## config.mk

```make
export PLATFORM = sky130hd
export DESIGN_NAME = fetch_queue_flat
export DESIGN_NICKNAME = d
export VERILOG_FILES = /design/src/rtl/fetch_queue_if.sv /design/src/rtl/fetch_queue.sv /design/src/flat_wrapper.sv
export SDC_FILE = /design/constraint.sdc
export NUM_CORES = 1
export LEC_CHECK = 0
export CORE_MARGIN = 2
export CORE_UTILIZATION = 29
export CTS_BUF_LIST = sky130_fd_sc_hd__clkbuf_16
export CTS_CLUSTER_SIZE = 16
export DETAILED_ROUTE_END_ITERATION = 16
export PLACE_DENSITY = 0.43
export SLEW_MARGIN = 20
export SYNTH_ARGS = -nofsm -noshare
export SYNTH_HDL_FRONTEND = slang
export SYNTH_SLANG_ARGS = --single-unit
export TNS_END_PERCENT = 50
```

## constraint.sdc

```tcl
create_clock -name clk -period 3.9 [get_ports clk]
set_input_delay 0.78 -clock clk [delete_from_list [all_inputs] [get_ports clk]]
set_output_delay 0.78 -clock clk [all_outputs]
set_load 0.05 [all_outputs]
```

## src/rtl/fetch_queue_if.sv

```systemverilog
// fetch_queue_if: fetch request/completion bus between the fetch queue and the request unit
// Signals:
//   mem_req    fetch request, held until mem_ready
//   mem_addr   byte address of the outstanding fetch
//   mem_ready  one-cycle completion pulse
//   mem_rdata  read data, valid with mem_ready
// Modports: master (fetch queue side), slave (request unit side)
interface fetch_queue_if;
    logic        mem_req;
    logic [31:0] mem_addr;
    logic        mem_ready;
    logic [31:0] mem_rdata;
    modport master (output mem_req, mem_addr, input mem_ready, mem_rdata);
    modport slave (input mem_req, mem_addr, output mem_ready, mem_rdata);
endinterface

```

## src/rtl/fetch_queue.sv

```systemverilog
// fetch_queue: instruction prefetch queue with one outstanding fetch and flush redirect
// Ports:
//   clk, nrst                         clock, asynchronous active-low reset
//   flush, redirect_addr              discard queue, restart fetch at redirect_addr (word aligned)
//   consume                           core takes the head entry this cycle
//   dmem_pending                      data access owns the RAM port, hold off new fetches
//   instr_out, instr_addr, instr_valid  head entry, its byte address, queue non-empty
//   bus                               fetch request/completion (master side)
module fetch_queue #(
    parameter int          DEPTH      = 4,
    parameter logic [31:0] RESET_ADDR = 32'h0000_0000
) (
    input  logic          clk,
    input  logic          nrst,
    input  logic          flush,
    input  logic [31:0]   redirect_addr,
    input  logic          consume,
    input  logic          dmem_pending,
    output logic [31:0]   instr_out,
    output logic [31:0]   instr_addr,
    output logic          instr_valid,
    fetch_queue_if.master bus
);
    localparam int AW = $clog2(DEPTH);
    localparam int CW = AW + 1;
    typedef enum logic [1:0] {IDLE, REQ, DROP} state_t;
    state_t        state, state_nxt;
    logic [AW-1:0] head, tail;
    logic [CW-1:0] count;
    logic [31:0]   fetch_pc, req_addr;
    logic [31:0]   addr_q [DEPTH];
    logic [31:0]   data_q [DEPTH];
    logic          issue, wr, pop;

    assign issue       = state == IDLE && !flush && !dmem_pending && count < CW'(DEPTH);
    assign wr          = state == REQ && bus.mem_ready && !flush;
    assign pop         = consume && instr_valid && !flush;
    assign instr_valid = count != '0;
    // Gated by instr_valid so unwritten storage never reaches the outputs.
    assign instr_out   = instr_valid ? data_q[head] : '0;
    assign instr_addr  = instr_valid ? addr_q[head] : '0;
    assign bus.mem_req  = state != IDLE;
    assign bus.mem_addr = req_addr;

    // mem_ready always ends the fetch; a flush while still waiting turns it into a drop.
    always_comb begin
        state_nxt = state;
        state_nxt = state == IDLE ? (issue ? REQ : IDLE) : bus.mem_ready ? IDLE : flush ? DROP : state;
    end

    always_ff @(posedge clk or negedge nrst) begin
        if (!nrst) begin
            state    <= IDLE;
            head     <= '0;
            tail     <= '0;
            count    <= '0;
            fetch_pc <= RESET_ADDR;
            req_addr <= RESET_ADDR;
        end else begin
            state <= state_nxt;
            if (issue) req_addr <= fetch_pc;
            if (flush) begin
                head     <= '0;
                tail     <= '0;
                count    <= '0;
                fetch_pc <= redirect_addr & ~32'h3;
            end else begin
                if (wr) begin
                    tail     <= tail + 1'b1;
                    fetch_pc <= fetch_pc + 32'd4;
                end
                if (pop) head <= head + 1'b1;
                count <= count + CW'(wr) - CW'(pop);
            end
        end
    end

    always_ff @(posedge clk) begin
        if (wr) begin
            addr_q[tail] <= fetch_pc;
            data_q[tail] <= bus.mem_rdata;
        end
    end
endmodule

```

## src/flat_wrapper.sv

```systemverilog
// flat-port wrapper written by rule: the top's interface ports become plain ports
module fetch_queue_flat 
#(
    parameter int          DEPTH      = 4,
    parameter logic [31:0] RESET_ADDR = 32'h0000_0000
)
  (clk, nrst, flush, redirect_addr, consume, dmem_pending, instr_out, instr_addr, instr_valid, bus_mem_req, bus_mem_addr, bus_mem_ready, bus_mem_rdata);
  fetch_queue_if bus_i ();
  input  logic clk;
  input  logic nrst;
  input  logic flush;
  input  logic [31:0] redirect_addr;
  input  logic consume;
  input  logic dmem_pending;
  output logic [31:0] instr_out;
  output logic [31:0] instr_addr;
  output logic instr_valid;
  output wire logic [$bits(bus_i.mem_req)-1:0] bus_mem_req;
  output wire logic [$bits(bus_i.mem_addr)-1:0] bus_mem_addr;
  input wire logic [$bits(bus_i.mem_ready)-1:0] bus_mem_ready;
  input wire logic [$bits(bus_i.mem_rdata)-1:0] bus_mem_rdata;
  assign bus_mem_req = bus_i.mem_req;
  assign bus_mem_addr = bus_i.mem_addr;
  assign bus_i.mem_ready = bus_mem_ready;
  assign bus_i.mem_rdata = bus_mem_rdata;
  fetch_queue #(.DEPTH(DEPTH), .RESET_ADDR(RESET_ADDR)) u_core (.clk(clk), .nrst(nrst), .flush(flush), .redirect_addr(redirect_addr), .consume(consume), .dmem_pending(dmem_pending), .instr_out(instr_out), .instr_addr(instr_addr), .instr_valid(instr_valid), .bus(bus_i));
endmodule
```

* After elaboration in Yosys (flattened, before gate mapping)
Memory sizes are Yosys's and may differ from the RTL's. Index checks and enable logic that the tools add are counted.
Operators by class: $add $sub $neg 5, order comparisons 1, eq/ne operators 1, muxes and demuxes 15, reduce and logical (&&, ||, !) cells 15
Operator list (count):
- $mux 32 | 4
- $add 32x3->32 const B | 1
- $mux 2 | 7
- $logic_and 1x1->1 | 7
- $reduce_bool 2->1 | 3
- $reduce_bool 3->1 | 2
- $add 2x1->2 const B | 2
- $add 3x1->3 | 1
- $lt 3x3->1 const B | 1
- $mux 1 | 3
- $mux 3 | 1
- $sub 3x1->3 | 1
- $eq 2x1->1 const B | 1
- $logic_not 1->1 | 2
- $logic_not 2->1 | 1
Storage, ports and cells: flip-flop bits (word level) 73, RAM bits 256, input port bits 70, output and inout port bits 98, logic and storage cells 45, memories 2
Memories:
- u_core.addr_q | words 4, width 32, rd ports 1, clocked after Yosys merged registers in 0, write ports 1, line fetch_queue.sv:31 | logic [31:0] addr_q [DEPTH];
- u_core.data_q | words 4, width 32, rd ports 1, clocked after Yosys merged registers in 0, write ports 1, line fetch_queue.sv:32 | logic [31:0] data_q [DEPTH];

* Longest topological paths before layout
Gate-level depths: netlist (run 1).
depth in word-level cells 6, gate-level depth with buffers 11, mapped depth without buffers 10

* Least setup slack after synthesis (run 1)
Ideal clock, no wire load.
path type input -> register, start in flush, end mem u_core.addr_q[0][10], enable pin, setup time 427 ps, arrival 2828 ps, data required time 3473 ps, setup slack 645 ps, cell stages on the path 4, path buffers 2, path through clkbuf_1 > clkbuf_1 > nor2_1 > and2_1
On the way: longest elaborated chain between the ends 4
RTL lines:
- start, declared | line flat_wrapper.sv:11 | input logic flush;
- $logic_not 1->1 | line fetch_queue.sv:36 | assign wr = state == REQ && bus.mem_ready && !flush;
- $logic_and 1x1->1 | line fetch_queue.sv:36
- $mux 1 | line fetch_queue.sv:79 | if (wr) begin
- $mux 1 (not written as such) | line fetch_queue.sv:80 | addr_q[tail] <= fetch_pc;
- end, declared | line fetch_queue.sv:31
Every way passes these cells.

* Worst setup path after layout (run 1)
start reg u_core.count[1], end out instr_addr[10]
On the way: longest elaborated chain between the ends 2
RTL lines:
- start, declared | line fetch_queue.sv:29 | logic [CW-1:0] count;
- start signal, assigned | line fetch_queue.sv:73 | count <= count + CW'(wr) - CW'(pop);
- $reduce_bool 3->1 | line fetch_queue.sv:38 | assign instr_valid = count != '0;
- $mux 32 | line fetch_queue.sv:41 | assign instr_addr = instr_valid ? addr_q[head] : '0;
- end, declared | line flat_wrapper.sv:16 | output logic [31:0] instr_addr;
Every way passes these cells.

==> summary.md, run 1 <==
| Metric | Value |
|---|---|
| Setup TNS | `0 ns` |
| CP max stage cell | `or3_2` |
| RSZ-0062 raised after global routing | `false` |
| Leading cell types in the layout, fill and taps excluded | `edfxtp_1 (248), clkdlybuf4s50_1 (160), dfrtp_1 (67)` |
| Final wirelength | `approximately 31,000 microns` |
| Die span in x | `213.9 microns` |
| CP Launch Point | `u_core.count[1]` |
| Fin. Hold Viols | `0` |
| Vias/cell | `around 4.6` |
| Resized cells post-CTS | `0` |
| H-tree depth | `2` |
| HPWL Detailed | `19,600 microns` |
| Post-route DRC violation count | `0` |
| Seq/Total Area, Yosys | `71.79%` |
| CP Buf/Inv Count | `2` |
| Initial antenna violation count | `0` |
| Number of synthesized register bits | `317` |
| Io pins | `168` |
| Initial core utilization | `29.53%` |
| Worst Setup Path Type | `reg2out` |
| Post-synth EDFFs | `248` |
| Drt initial violations | `between 300 and 400` |
| Number of I/O port buffers | `161` |
| Fin. max-slew vios | `0` |
| Die height | `213.9 microns` |
| Leakage power | `5.615 nW` |
| Clock network power share | `32.1%` |
| Root Driver | `clkbuf_16` |
| Part of the power in registers | `35.4%` |
| DR pass1 iterations | `4` |
| Post-route minimum period | `about 3.7 ns` |
| Maximum clock rate | `271.6 MHz` |
| Pin count of the biggest net entering global routing | `60` |
| Reg area | `9181 sq um` |
| Top Family by Delay on Critical Path | `buffers and inverters` |
| Total GRT Usage | `13.75%` |
| Layout filler cell count | `about 4.0k` |
| Int Pwr | `7.714 mW` |
| Synthesized cell area | `~13,000 sq um` |
| GR Overflow Total | `0` |
| Pwr dens | `roughly 700 nW/um^2` |
| Area of the multi-input gates | `3361 sq um` |
| Post-Route Skew | `around 0.0083 ns` |
| Peak VDD IR | `0.0003587 V` |
| Fraction of layout cells with a size suffix above 1 | `20.82%` |
| Finish-stage setup viols | `0` |
| Final core utilization | `just under 40%` |
| CTS tree | `done` |
| Worst min-delay path class | `in2async` |
| Clock Latency Late Sink | `0.54 ns` |
| Antenna diodes | `0` |
| Worst Setup Start Kind | `flip-flop` |
| Fin nets | `994` |
| Synth Instances | `718` |
| Tcrit/Tclk final | `between 90% and 100%` |
| Least-Margin Pin Slew | `roughly 0.86 ns` |
| Worst setup EP type | `output port` |
| P_sw | `approximately 3.9 mW` |
| Primary FF master, synth | `edfxtp_1` |
| Worst Path Required | `between 3 and 4 ns` |
| Critical path peak fanout | `30` |
| Max_cap viols | `0` |
| P&R area growth vs syn | `30.47%` |
| Via Count | `7,017` |
| Placer congestion estimate | `0.6723` |
| Final ANT Viol Nets | `0` |
| CTS Sinks | `317` |
| Ys async rst share | `21.77%` |
| First-pass GRT wire length | `47,780 microns` |
| CP Cell Sequence | `or3_2 -> buf_12 -> and2_1 -> clkdlybuf4s50_1` |
| Clk buf depth | `3` |
| Switching Share | `33.63%` |
| Rel. slew slack | `42.74%` |
| WL/cell | `20.53 microns` |
| Status | `finished, final reports clean` |
| Count of cell types in the netlist | `47` |
| Clock transition at path regs | `roughly 0.060 ns` |
| Synth warn | `0` |
| Critical path's largest stage delay | `0.73 ns` |
| Most common cell after layout, fill and taps aside | `edfxtp_1` |
| Die area | `45,760 sq um` |
| Vias in the first global route | `7,380` |
| Critical register-to-register path startpoint | `u_core.count[1]` |
| Total CTS buffers | `38` |
| Worst path arrival time | `roughly 2.9 ns` |
| Comb pwr share | `32.5%` |
| CORE AREA | `about 43,000 sq um` |
| Rows | `76` |
| Avg Synthesized Cell Area | `17.80 sq um` |
final cells by class:
class	count	area share (%)
Timing Repair Buffer	198	12.14
Clock buffer	41	6.154
Multi-Input combinational cell	349	20.16
Sequential cell	317	55.07
Clock inverter	29	1.816
Inverter	12	0.2702
Tap cell	585	4.390
kinds of logic (layout without fill, tap and decap cells):
family / Yosys count / count (layout) / synth area share [%]
muxes: 94 / 94 / 13.73
other: 1 / 4 / 0.02935
and+or+nand+nor: 179 / 179 / 7.980
AOI/OAI and AO/OA: 49 / 49 / 2.467
xor gates and xnor gates: 15 / 15 / 1.028
adders and majority gates: 8 / 8 / 0.8420
buffers and inverters: 55 / 280 / 2.135
DFF: 317 / 317 / 71.79
metrics by stage:
stage	setup WS [ns]	cell area, sq um	power [mW]	hold slack [ns]	std cells
after floorplan	0.6450	12790	6.571	0.4771	721
final	0.2180	16670	11.62	0.3505	1531
after CTS	0.02531	16610	11.77	0.3697	1524
after global placement	0.5980	15280	7.978	0.4908	1454
after global routing	0.1113	16670	12.12	0.4076	1531
after detailed placement	0.6068	15280	7.972	0.4957	1454
flip-flops by register name, summed over array words and instances (netlist names):
name / count
u_core.data_q: 128
u_core.state: 2
u_core.head: 2
u_core.bus.mem_addr: 30
u_core.tail: 2
u_core.count: 3
u_core.addr_q: 120
u_core.fetch_pc: 30
cells in the mapped netlist, drive strengths merged (4+ instances only):
library cell    n  area, sq um
mux4           62         1396
edfxtp        248         7447
nand3          14        75.07
buf            15        97.60
inv            12        45.04
clkbuf         27        121.4
xor2            6        52.55
mux2           30        337.8
nor4            7        43.79
o31ai          13        97.59
ha              7        87.58
xnor2           9        78.83
dfrtp          69         1727
and3            4        26.28
or4            17        131.4
nor2           28        105.1
a31oi          15        93.84
o21ai          13        65.06
and2           67        419.2
nand2          24        90.09
nand4           5        37.53
repair_timing:
| item | in CTS | in global routing |
|---|---|---|
| setup buffers | 0 | 7 |
| hold buffers | 0 | 0 |
| setup endpoints to repair | 0 | 14 |
metal layers:
layer	GRT usage, %	up-vias	routed length [microns]
li1	-	3201	-
met1	19.58	3604	14770
met2	21.04	180	14360
met3	3.124	32	1767
met4	3.986	0	533
met5	0	-	0
power groups by stage:
stage | clock network (mW) | logic, mW | registers, mW
final | 3.73 | 3.78 | 4.11
after global routing | 3.98 | 3.99 | 4.15
after CTS | 3.85 | 3.75 | 4.17
after detailed placement | 0 | 3.74 | 4.23
after global placement | 0 | 3.74 | 4.24
after floorplan | 0 | 1.90 | 4.67
path summary, 6_finish.rpt:
| check | end | slack [ns] | cells after the start |
|---|---|---|---|
| min | u_core.fetch_pc[19] | 0.35 | 1 |
| min in group clk | u_core.bus.mem_addr[28] | 0.51 | 1 |
| min reg2reg | u_core.bus.mem_addr[28] | 0.51 | 1 |
| max in group asynchronous | u_core.bus.mem_addr[20] | 2.86 | 2 |
| max reg2reg | u_core.count[2] | 0.96 | 11 |
| max | instr_addr[10] | 0.22 | 4 |
Power figures use the tool's default switching activity.
==> run 2, diff against run 1 <==
--- a/config.mk
+++ b/config.mk
@@ -8,9 +8,9 @@
 export CORE_MARGIN = 2
 export CORE_UTILIZATION = 29
 export CTS_BUF_LIST = sky130_fd_sc_hd__clkbuf_16
-export CTS_CLUSTER_SIZE = 16
 export DETAILED_ROUTE_END_ITERATION = 16
 export PLACE_DENSITY = 0.43
+export SKIP_LAST_GASP = 1
 export SLEW_MARGIN = 20
 export SYNTH_ARGS = -nofsm -noshare
 export SYNTH_HDL_FRONTEND = slang
==> results of run 2 <==
Same layout as run 1: the final DEF is identical, and so are final timing and power.
==> run 3, diff against run 2 <==
--- a/config.mk
+++ b/config.mk
@@ -6,10 +6,12 @@
 export NUM_CORES = 1
 export LEC_CHECK = 0
 export CORE_MARGIN = 2
-export CORE_UTILIZATION = 29
+export CORE_UTILIZATION = 55
 export CTS_BUF_LIST = sky130_fd_sc_hd__clkbuf_16
+export CTS_CLUSTER_DIAMETER = 50
 export DETAILED_ROUTE_END_ITERATION = 16
-export PLACE_DENSITY = 0.43
+export HOLD_SLACK_MARGIN = 0.02
+export PLACE_DENSITY = 0.76
 export SKIP_LAST_GASP = 1
 export SLEW_MARGIN = 20
 export SYNTH_ARGS = -nofsm -noshare
==> summary.md, run 3 (same netlist as run 1, synthesis figures left out) <==
| Metric | Value |
|---|---|
| Largest register by flop count | `u_core.data_q` |
| Leakage power | `5.448 nW (-3.0%)` |
| Resized cells post-CTS | `0 (unchanged)` |
| Least-Margin Pin Slew | `0.9287 ns (+0.06976 ns)` |
| Top Registers | `u_core.data_q: 128 flops, u_core.addr_q: 120 flops` |
| GR Overflow Total | `0 (unchanged)` |
| Pwr dens | `681.9 nW/um^2 (-2.2%)` |
| Clock Latency Late Sink | `0.50 ns (-0.04 ns)` |
| Worst setup EP type | `output port` |
| Leading cell types in the layout, fill and taps excluded | `edfxtp_1 (248), clkdlybuf4s50_1 (160), dfrtp_1 (67)` |
| Pin count of the biggest net entering global routing | `70 (+17%)` |
| Initial antenna violation count | `0 (unchanged)` |
| DR pass1 iterations | `5 (+1)` |
| Rel. slew slack | `37.51% (-5.2 points)` |
| First-pass GRT wire length | `40,940 microns (-14%)` |
| Final ANT Viol Nets | `0 (unchanged)` |
| RSZ-0062 raised after global routing | `false` |
| Die span in x | `156.4 microns (-27%)` |
| Setup TNS | `0 ns (unchanged)` |
| Post-route DRC violation count | `0 (unchanged)` |
| Drt initial violations | `589 (+62%)` |
| Setup Fix Bufs, Post-CTS | `0 (unchanged)` |
| Number of flip-flops under the largest register name | `128 (unchanged)` |
| Most common cell after layout, fill and taps aside | `edfxtp_1` |
| WL/cell | `21.72 microns (+5.8%)` |
| Worst Setup Start Kind | `flip-flop` |
| Critical path peak fanout | `22 (-27%)` |
| Fin. Hold Viols | `0 (unchanged)` |
| Initial core utilization | `56.27% (+27 points)` |
| CTS tree | `done` |
| Worst Path Required | `3.12 ns (about the same)` |
| Post-route minimum period | `3.730 ns (+0.04749 ns)` |
| P&R area growth vs syn | `24.50%` |
| Vias/cell | `5.900 (+29%)` |
| CORE AREA | `22,710 sq um (-48%)` |
| Critical register-to-register path startpoint | `u_core.fetch_pc[2]` |
| Antenna diodes | `0 (unchanged)` |
| Final wirelength | `26,280 microns (-16%)` |
| Die area | `24,470 sq um (-47%)` |
| Fraction of layout cells with a size suffix above 1 | `19.57% (-1.3 points)` |
| Post-Route Skew | `0.01399 ns (+0.005649 ns)` |
| Vias in the first global route | `7,354 (-0.35%)` |
| Rows | `55 (-28%)` |
| R2R Setup Slk | `1.23 ns (+0.27 ns)` |
| Worst min-delay path class | `in2async` |
| Root Driver | `clkbuf_16` |
| Worst path arrival time | `2.95 ns (+0.05 ns)` |
| Final core utilization | `70.06% (+32 points)` |
| Worst Setup Path Type | `reg2out` |
| Die height | `156.4 microns (-27%)` |
| Total GRT Usage | `21.96% (+8.2 points)` |
| Peak VDD IR | `0.0005788 V (+61%)` |
| Max_cap viols | `0 (unchanged)` |
| Total CTS buffers | `35 (-7.9%)` |
| Io pins | `168 (unchanged)` |
| Clk buf depth | `3 (unchanged)` |
| Worst-case reg-to-reg path depth | `5 (-6)` |
| HPWL Detailed | `16,370 microns (-16%)` |
| CTS Sinks | `317 (unchanged)` |
| R2R Path End | `u_core.fetch_pc[22]` |
| Via Count | `7,139 (+1.7%)` |
| Maximum clock rate | `268.1 MHz (-1.3%)` |
| Placer congestion estimate | `0.8017 (+19%)` |
| Clock transition at path regs | `0.06 ns (about the same)` |
| Fin. max-slew vios | `0 (unchanged)` |
| Fin nets | `977 (-1.7%)` |
| CTS Hold Bufs | `0 (unchanged)` |
| Finish-stage setup viols | `0 (unchanged)` |
| Status | `finished, final reports clean` |
| Tcrit/Tclk final | `95.63% (+1.2 points)` |
| Number of I/O port buffers | `161 (unchanged)` |
| H-tree depth | `2 (unchanged)` |
| Hold WS | `0.4190 ns (+0.06855 ns)` |
==> run 3: cell count changes in the layout (fill, tap and decap cells not counted), moves of 2 or more <==
cell,previous run,this run
clkbuf_16,41,38
clkinvlp_4,0,2
buf_4,27,18
clkinv_1,14,2
inv_4,0,2
buf_12,11,6
bufinv_16,7,1
inv_1,15,22
==> run 3: final cells by class <==
type                       instances  area, sq um
clock buffer                      38        950.9
clock inverter                    25        160.2
fill                            1436         6800
inverter                          12        45.04
multi-input combinational        349         3361
sequential                       317         9179
tap                              285        356.6
timing repair buffer             184         1857
==> run 3: power by group <==
group	internal (mW)	leakage [nW]	switching, mW
Clock	1.84	0.583	1.27
Sequential	3.91	3.05	0.254
Combinational	1.38	1.81	2.20
==> run 3: per-stage QoR <==
stage / std cells / worst slack (ns) / cell area (sq um) / power, mW
2_1_floorplan: 721 / 0.6450 / 12790 / 6.571
3_3_place_gp: 1147 / 0.6729 / 14800 / 7.773
3_5_place_dp: 1147 / 0.6592 / 14800 / 7.818
4_1_cts: 1210 / 0.1157 / 15910 / 10.94
5_1_grt: 1210 / 0.01820 / 15910 / 11.25
6_report: 1210 / 0.1705 / 15910 / 10.85
==> run 3: worst max-delay path by stage <==
stage	from	endpoint	slack, ns	cells after the start
2_1_floorplan	flush	u_core.addr_q[0][10]	0.64	4
3_5_place_dp	bus_mem_ready	u_core.fetch_pc[22]	0.66	5
6_report	u_core.head[0]	instr_addr[13]	0.17	4
5_1_grt	u_core.head[0]	instr_addr[14]	0.02	4
4_1_cts	u_core.head[0]	instr_addr[13]	0.12	4
3_3_place_gp	u_core.head[0]	instr_addr[13]	0.67	4
==> run 3: per-layer routing <==
metal  vias to the layer above  wire length, microns  track usage [%]
met1                      3656                 11000            30.85
met2                       283                 13070            35.87
met4                         0                   454            5.941
met3                        42                  1768            4.237
li1                       3158                     -                -
met5                         -                     0                0
==> run 3: worst max-delay path, cell delays in order (launching register included) <==
cell             delay (ns)
dfrtp_4                0.74
buf_4                  0.30
mux4_2                 0.51
and2_1                 0.19
clkdlybuf4s50_1        0.71
